## src/rtl/mux4_rr_arbiter.sv

```systemverilog
// Round-robin arbiter for a shared 4:1 selector path. One owner at a time
// drives {s1,s2}, and a grant is forced to move on after MAX_HOLD beats.
module mux4_rr_arbiter #(
  parameter int WIDTH = 8,
  parameter int MAX_HOLD = 4,
  localparam int CW = $clog2(MAX_HOLD + 1)
) (
  input  logic               clk,
  input  logic               rst,
  input  logic [3:0]         req,
  input  logic [4*WIDTH-1:0] data_in,
  input  logic               out_ready,
  output logic [3:0]         gnt,
  output logic               s1,
  output logic               s2,
  output logic               out_valid,
  output logic [WIDTH-1:0]   dout,
  output logic               busy,
  output logic               dbg_state_o,
  output logic [1:0]         dbg_ptr_o,
  output logic [1:0]         dbg_owner_o,
  output logic [CW-1:0]      dbg_cnt_o
);

  // Downstream handshake: a beat moves on any cycle where out_valid and
  // out_ready are both high; out_valid never waits on out_ready.

  typedef enum logic {IDLE = 1'b0, GRANT = 1'b1} state_t;

  localparam logic [CW-1:0] LAST_BEAT = CW'(MAX_HOLD - 1);

  state_t        state_q, state_d;
  logic [1:0]    ptr_q, ptr_d;
  logic [1:0]    owner_q, owner_d;
  logic [CW-1:0] cnt_q, cnt_d;
  logic [3:0]    gnt_q, gnt_d;
  logic [1:0]    sel_q, sel_d;

  logic          xfer;
  logic          release_now;
  logic [1:0]    next_ptr;
  logic [1:0]    winner;

  // First requester at or after p, wrapping mod 4.
  function automatic logic [1:0] pick(input logic [1:0] p, input logic [3:0] r);
    logic [1:0] idx;
    pick = p;
    for (int k = 3; k >= 0; k--) begin
      idx = p + 2'(k);
      if (r[idx]) pick = idx;
    end
  endfunction

  always_ff @(posedge clk or posedge rst) begin
    if (rst) begin
      state_q <= IDLE;
      ptr_q   <= 2'd0;
      owner_q <= 2'd0;
      cnt_q   <= '0;
      gnt_q   <= 4'b0000;
      sel_q   <= 2'd0;
    end else begin
      state_q <= state_d;
      ptr_q   <= ptr_d;
      owner_q <= owner_d;
      cnt_q   <= cnt_d;
      gnt_q   <= gnt_d;
      sel_q   <= sel_d;
    end
  end

  assign out_valid = |(gnt_q & req);
  assign xfer      = out_valid & out_ready;

  always_comb begin
    state_d     = state_q;
    ptr_d       = ptr_q;
    owner_d     = owner_q;
    cnt_d       = cnt_q;
    gnt_d       = gnt_q;
    sel_d       = sel_q;
    release_now = 1'b0;
    next_ptr    = owner_q + 2'd1;
    winner      = 2'd0;
    case (state_q)
      IDLE: begin
        gnt_d = 4'b0000;
        if (|req) begin
          winner  = pick(ptr_q, req);
          owner_d = winner;
          gnt_d   = 4'b0001 << winner;
          sel_d   = winner;
          cnt_d   = '0;
          state_d = GRANT;
        end
      end
      GRANT: begin
        release_now = ~req[owner_q] | (xfer & (cnt_q == LAST_BEAT));
        if (release_now) begin
          // The old owner sits last in the new scan, so it only wins alone.
          ptr_d = next_ptr;
          if (|req) begin
            winner  = pick(next_ptr, req);
            owner_d = winner;
            gnt_d   = 4'b0001 << winner;
            sel_d   = winner;
            cnt_d   = '0;
          end else begin
            gnt_d   = 4'b0000;
            cnt_d   = '0;
            state_d = IDLE;
          end
        end else if (xfer) begin
          cnt_d = cnt_q + CW'(1);
        end
      end
      default: begin
        state_d = IDLE;
        gnt_d   = 4'b0000;
      end
    endcase
  end

  always_comb begin
    dout = data_in[int'(sel_q)*WIDTH +: WIDTH];
  end

  assign gnt         = gnt_q;
  assign s1          = sel_q[1];
  assign s2          = sel_q[0];
  assign busy        = (state_q == GRANT);
  assign dbg_state_o = state_q;
  assign dbg_ptr_o   = ptr_q;
  assign dbg_owner_o = owner_q;
  assign dbg_cnt_o   = cnt_q;

endmodule

```

## config.mk

```make
export PLATFORM = sky130hd
export DESIGN_NAME = mux4_rr_arbiter
export DESIGN_NICKNAME = d
export VERILOG_FILES = /design/src/rtl/mux4_rr_arbiter.sv
export SDC_FILE = /design/constraint.sdc
export NUM_CORES = 1
export LEC_CHECK = 0
export BUFFER_PORTS_ARGS = -buffer_cell sky130_fd_sc_hd__buf_2
export CAP_MARGIN = 20
export CELL_PAD_IN_SITES_DETAIL_PLACEMENT = 1
export CELL_PAD_IN_SITES_GLOBAL_PLACEMENT = 1
export CORE_ASPECT_RATIO = 0.8
export CORE_UTILIZATION = 29
export CTS_CLUSTER_DIAMETER = 100
export DETAILED_ROUTE_END_ITERATION = 10
export PLACE_DENSITY_LB_ADDON = 0.1
export SYNTH_ARGS = -nofsm -noshare
export SYNTH_HDL_FRONTEND = slang
export SYNTH_SLANG_ARGS = --single-unit
```

## constraint.sdc

```tcl
create_clock -name clk -period 1.7 [get_ports clk]
set_input_delay 0.17 -clock clk [delete_from_list [all_inputs] [get_ports clk]]
set_output_delay 0.17 -clock clk [all_outputs]
set_load 0.05 [all_outputs]
```

Yosys cells after proc, flatten, opt, wreduce, memory -nomap -nowiden
Index checks and enable logic that the tools add are counted.
{"block": "word_totals", "reg_bits": 12, "inputBits": 39, "out_inout_bits": 24, "wordCells": 87}
{"block": "classes", "addsub": 8, "magnitude_cmp": 9, "n_eq_ne": 5, "shift": 3, "muxes": 46, "bitwise_logic": 6, "reduce_logical": 5}
{"op": "two-way mux 2 bit", "count": 16}
{"op": "indexed part select 32 x 6 -> 8 bit", "count": 1}
{"op": "< comparator 2 x 3 -> 1 bit (second input constant)", "count": 9}
{"op": "binary-select mux 1 bit (select 2 bit)", "count": 9}
{"op": "two-way mux 4 bit", "count": 3}
{"op": "two-way mux 1 bit", "count": 11}
{"op": "two-way mux 3 bit", "count": 3}
{"op": "adder 2 bit (second input constant)", "count": 4}
{"op": "case mux 4 bit (2 select lines)", "count": 1}
{"op": "OR reduction 4 bit", "count": 2}
{"op": "left shift 1 x 2 -> 4 bit (first input constant)", "count": 2}
{"op": "adder 2 x 1 -> 2 bit (second input constant)", "count": 3}
{"op": "case mux 3 bit (2 select lines)", "count": 1}
{"op": "AND 4 bit", "count": 1}
{"op": "!= test 2 x 1 -> 1 bit (second input constant)", "count": 2}
{"op": "case mux 2 bit (2 select lines)", "count": 1}
{"op": "AND reduction 2 bit", "count": 2}
{"op": "adder 3 x 1 -> 3 bit (second input constant)", "count": 1}
{"op": "== test 3 x 2 -> 1 bit (second input constant)", "count": 1}
{"op": "!= test 3 x 1 -> 1 bit (second input constant)", "count": 1}
{"op": "AND reduction 3 bit", "count": 1}
{"op": "AND 1 bit", "count": 2}
{"op": "!= test 2 bit (second input constant)", "count": 1}
{"op": "NOT 1 bit", "count": 2}
{"op": "other kinds (2)", "count": 2}

Longest topological paths before layout
{"block": "depth", "depth_word": 15, "depth_mapped": 7, "ltp_nobuf": 6}

Least setup slack after synthesis
No wires, ideal clock.
{"block": "synth_path", "path_type": "flip-flop to output port", "from": "register sel_q[0]", "to": "output port dout[0]", "t_arrival_ns": 1.831, "required_time_ns": 1.530, "setup_slack_ns": -0.301, "stages_incl_launch_ff": 4, "n_path_buf": 2, "path_cell_list": "dfrtp_1 buf_4 buf_2 mux4_2"}
{"block": "synth_via", "elab_chain_cells": 1}
{"element": "start: declaration", "line": "37", "source": "logic [1:0] sel_q, sel_d;"}
{"element": "start signal: assignment", "line": "68", "source": "sel_q <= sel_d;"}
{"element": "indexed part select 32 x 6 -> 8 bit", "line": "125", "source": "dout = data_in[int'(sel_q)*WIDTH +: WIDTH];"}
{"element": "end: declaration", "line": "17", "source": "output logic [WIDTH-1:0] dout,"}
Every way passes these cells.

==> results.yml <==
timing:
  hold_viol: 0
  final.setup_skew_ns: 0.00772
  setup_viol: 13
  finalSetupTns_ns: -0.614
  rsz0062_at_grt: "yes"
  fmax_mhz: 562
  slew-limit-headroom: 0.664
  worst_pin_slew_ns: 0.503
  worst_slack_ns: -0.0805
  drv_slew: 0
  period_share: 1.05
  min_period_ns: 1.78
power:
  max-vdd-ir-drop_mv: 0.808
  p_per_area_mw_per_mm2: 2030
  p_leak_uw: 0.000868
clocking:
  htreeDepth: 1
  cts_buffers: 3
  cts_tree: "done"
  clk_pin_slew_ns: 0.06
  cts.path.max_buffers: 2
  cts_sinks: 12
  cts_root_buf: "clkbuf_8"
  insertion_delay_ns: 0.24
placement:
  io_buffers: 62
  dp_hpwl_um: 3240
  gp_congestion: 0.793
  placed_cell_area_mm2: 0.00162
floorplanning:
  die-area_mm2: 0.00435
  start_util: 0.308
  die_x_um: 73.5
  rows: 20
  fp.dieH_um: 59.2
  io_pins: 63
  fp.coreArea_mm2: 0.00385
final_layout:
  fin_nets: 235
  stdcell_area_mm2: 0.00181
  regArea_um2: 309
  fill_cells: 480
  drive_gt1_frac: 0.611
  multi_input_area_um2: 787
  syn_to_final_growth_pct: 52.7
  diodes: 0
worst_setup_path:
  r2r-start: "sel_q[0]"
  cp.arrival_ns: 1.90
  crit_path_start: "sel_q[0]"
  path_cells: "buf_6, mux2i_2, o22ai_2, a21boi_4, nor2b_1, a221o_1"
  critPathMaxStageDelay_ns: 0.43
  critical_path.max_fanout: 6
  reg2reg_to: "gnt[3]"
  required_ns: 1.82
  cp-start-kind: "flop"
  cp-end-kind: "flop"
  r2r_slack_ns: -0.08
  worstSetupPathType: "reg2reg"
  slowest_stage: "dfrtp_2"
  r2r.worst_path.cells: 6
route:
  postRouteAntennaNets: 0
  first_pass_iters: 2
  finalWirelength_um: 3960
  drc: 0
  vias: 1223
  wl_per_cell_um: 16.0
  drt_iter0_markers: 29
  viasPerCell: 4.93
yosys:
  syn-cell-area_mm2: 0.00119
  synth_top_flop_cell: "dfrtp_1"
  yosys.area.top_type_share: 0.253
  syn_area_per_cell_um2: 9.97
  synth_fp_nets: 160
  yosysMostFrequentCell: "dfrtp_1"
  synth_edf_count: 0
  yosys_warnings: 0
  syn_inst: 119
  yosysTopAreaCell: "dfrtp_1"
  async_flop_share: 1.00
  ys_top_cells_by_count: "dfrtp_1, inv_1, mux4_2"
  ys_ff_latch: 12
  ys_types: 44
  yosysSeqAreaShare: 0.253
  synth_area_leaders: "dfrtp_1, mux4_2, mux2i_1"
grt:
  grt_use_total: 0.188
  antenna_found_initial: 0
  grt_max_degree: 13
  grt_overflow_total: 0
  grt_pass1_vias: 1242
  grt_pass1_wl_um: 6020
min_path:
  hold_path.startpoint: "req[3]"
  whs_endpoint: "busy"
  min_path_cells: 4
  hold_path.class: "in2reg"
run_status:
  violations: "setup timing"
  outcome: "finished with violations"
job:
  max_cap_viol_count: 0
## power by group
part | switching, uW | internal [uW] | total [uW]
sequential | 104 | 402 | 506
combinational | 1700 | 1200 | 2890
clock | 113 | 165 | 278
## registers in the layout, summed over array words and instances (netlist names)
name       flops
gnt            4
dbg_cnt_o      3
dbg_ptr_o      2
sel_q          2
busy           1
## worst max-delay path by stage
stage | endpoint | slack (ns) | depth (start not counted)
global placement | sel_q[1] | 0.02 | 6
floorplan | gnt[2] | -0.06 | 6
CTS | dout[5] | -0.06 | 4
detailed placement | gnt[0] | -0.02 | 5
finish | gnt[3] | -0.08 | 6
global route | gnt[3] | -0.14 | 6
## repair_timing
item | in CTS | in global routing
hold buffers | 1 | 0
buffers inserted | 4 | 1
pin swaps | 1 | 1
gates cloned | 1 | 0
setup endpoints to repair | 13 | 17
endpoints found under the hold margin | 12 | 0
resized for setup | 17 | 10
## through the flow
step	utilization	worst slack (ns)	cells	power (uW)	hold slack (ns)
6_report	0.470	-0.0805	248	3680	0.423
5_1_grt	0.470	-0.142	248	3870	0.445
4_1_cts	0.458	-0.0649	247	3580	0.407
3_5_place_dp	0.419	-0.0188	237	3020	0.218
3_3_place_gp	0.419	0.0225	237	2970	0.205
2_1_floorplan	-	-0.0647	119	2510	0.0342
## cells in the final DEF (no fill, tap or decap), types with 2 or more instances in the layout
cell / count
nand2_1: 5
a21boi_2: 2
buf_6: 9
buf_12: 2
dfrtp_1: 5
nand3_1: 2
buf_4: 13
o21ai_0: 6
buf_2: 54
buf_8: 3
mux4_2: 8
dfrtp_2: 7
nand2b_4: 2
a221o_1: 4
ha_1: 2
mux2_2: 2
o221ai_1: 2
a22oi_1: 2
mux2i_1: 6
nor2b_1: 5
inv_1: 9
a21oi_1: 4
nor2_1: 7
clkbuf_8: 3
## area by class of cell
cell class,instances,share of cell area
inverter,10,0.0207
multi-input combinational,85,0.434
tap,55,0.0380
clock buffer,4,0.0249
timing repair buffer,82,0.311
sequential,12,0.171
## kinds of logic (layout without fill, tap and decap cells)
family          Yosys count  in the layout  synth area share
simple gates             33             33             0.168
compound gates           31             32             0.205
buf+inv                  23             96             0.113
mux                      17             17             0.233
flops                    12             12             0.253
fa+ha+maj                 2              2            0.0211
xor+xnor                  1              1           0.00739
## critical path: cells and delay by family, from the launching register on
family,cells,cell delay (ns)
flip-flops,1,0.43
AO/OA/AOI/OAI,3,0.87
AND/OR/NAND/NOR,1,0.08
buffers and inverters,1,0.13
multiplexers,1,0.15
## layer usage
| metal | vias up | part of all wire | track usage |
|---|---|---|---|
| met4 | 0 | 0.0073 | 0.0302 |
| li1 | 583 | - | - |
| met1 | 616 | 0.45 | 0.238 |
| met2 | 20 | 0.52 | 0.334 |
| met5 | - | 0 | 0 |
| met3 | 4 | 0.023 | 0.0425 |
Power figures use the tool's default switching activity.
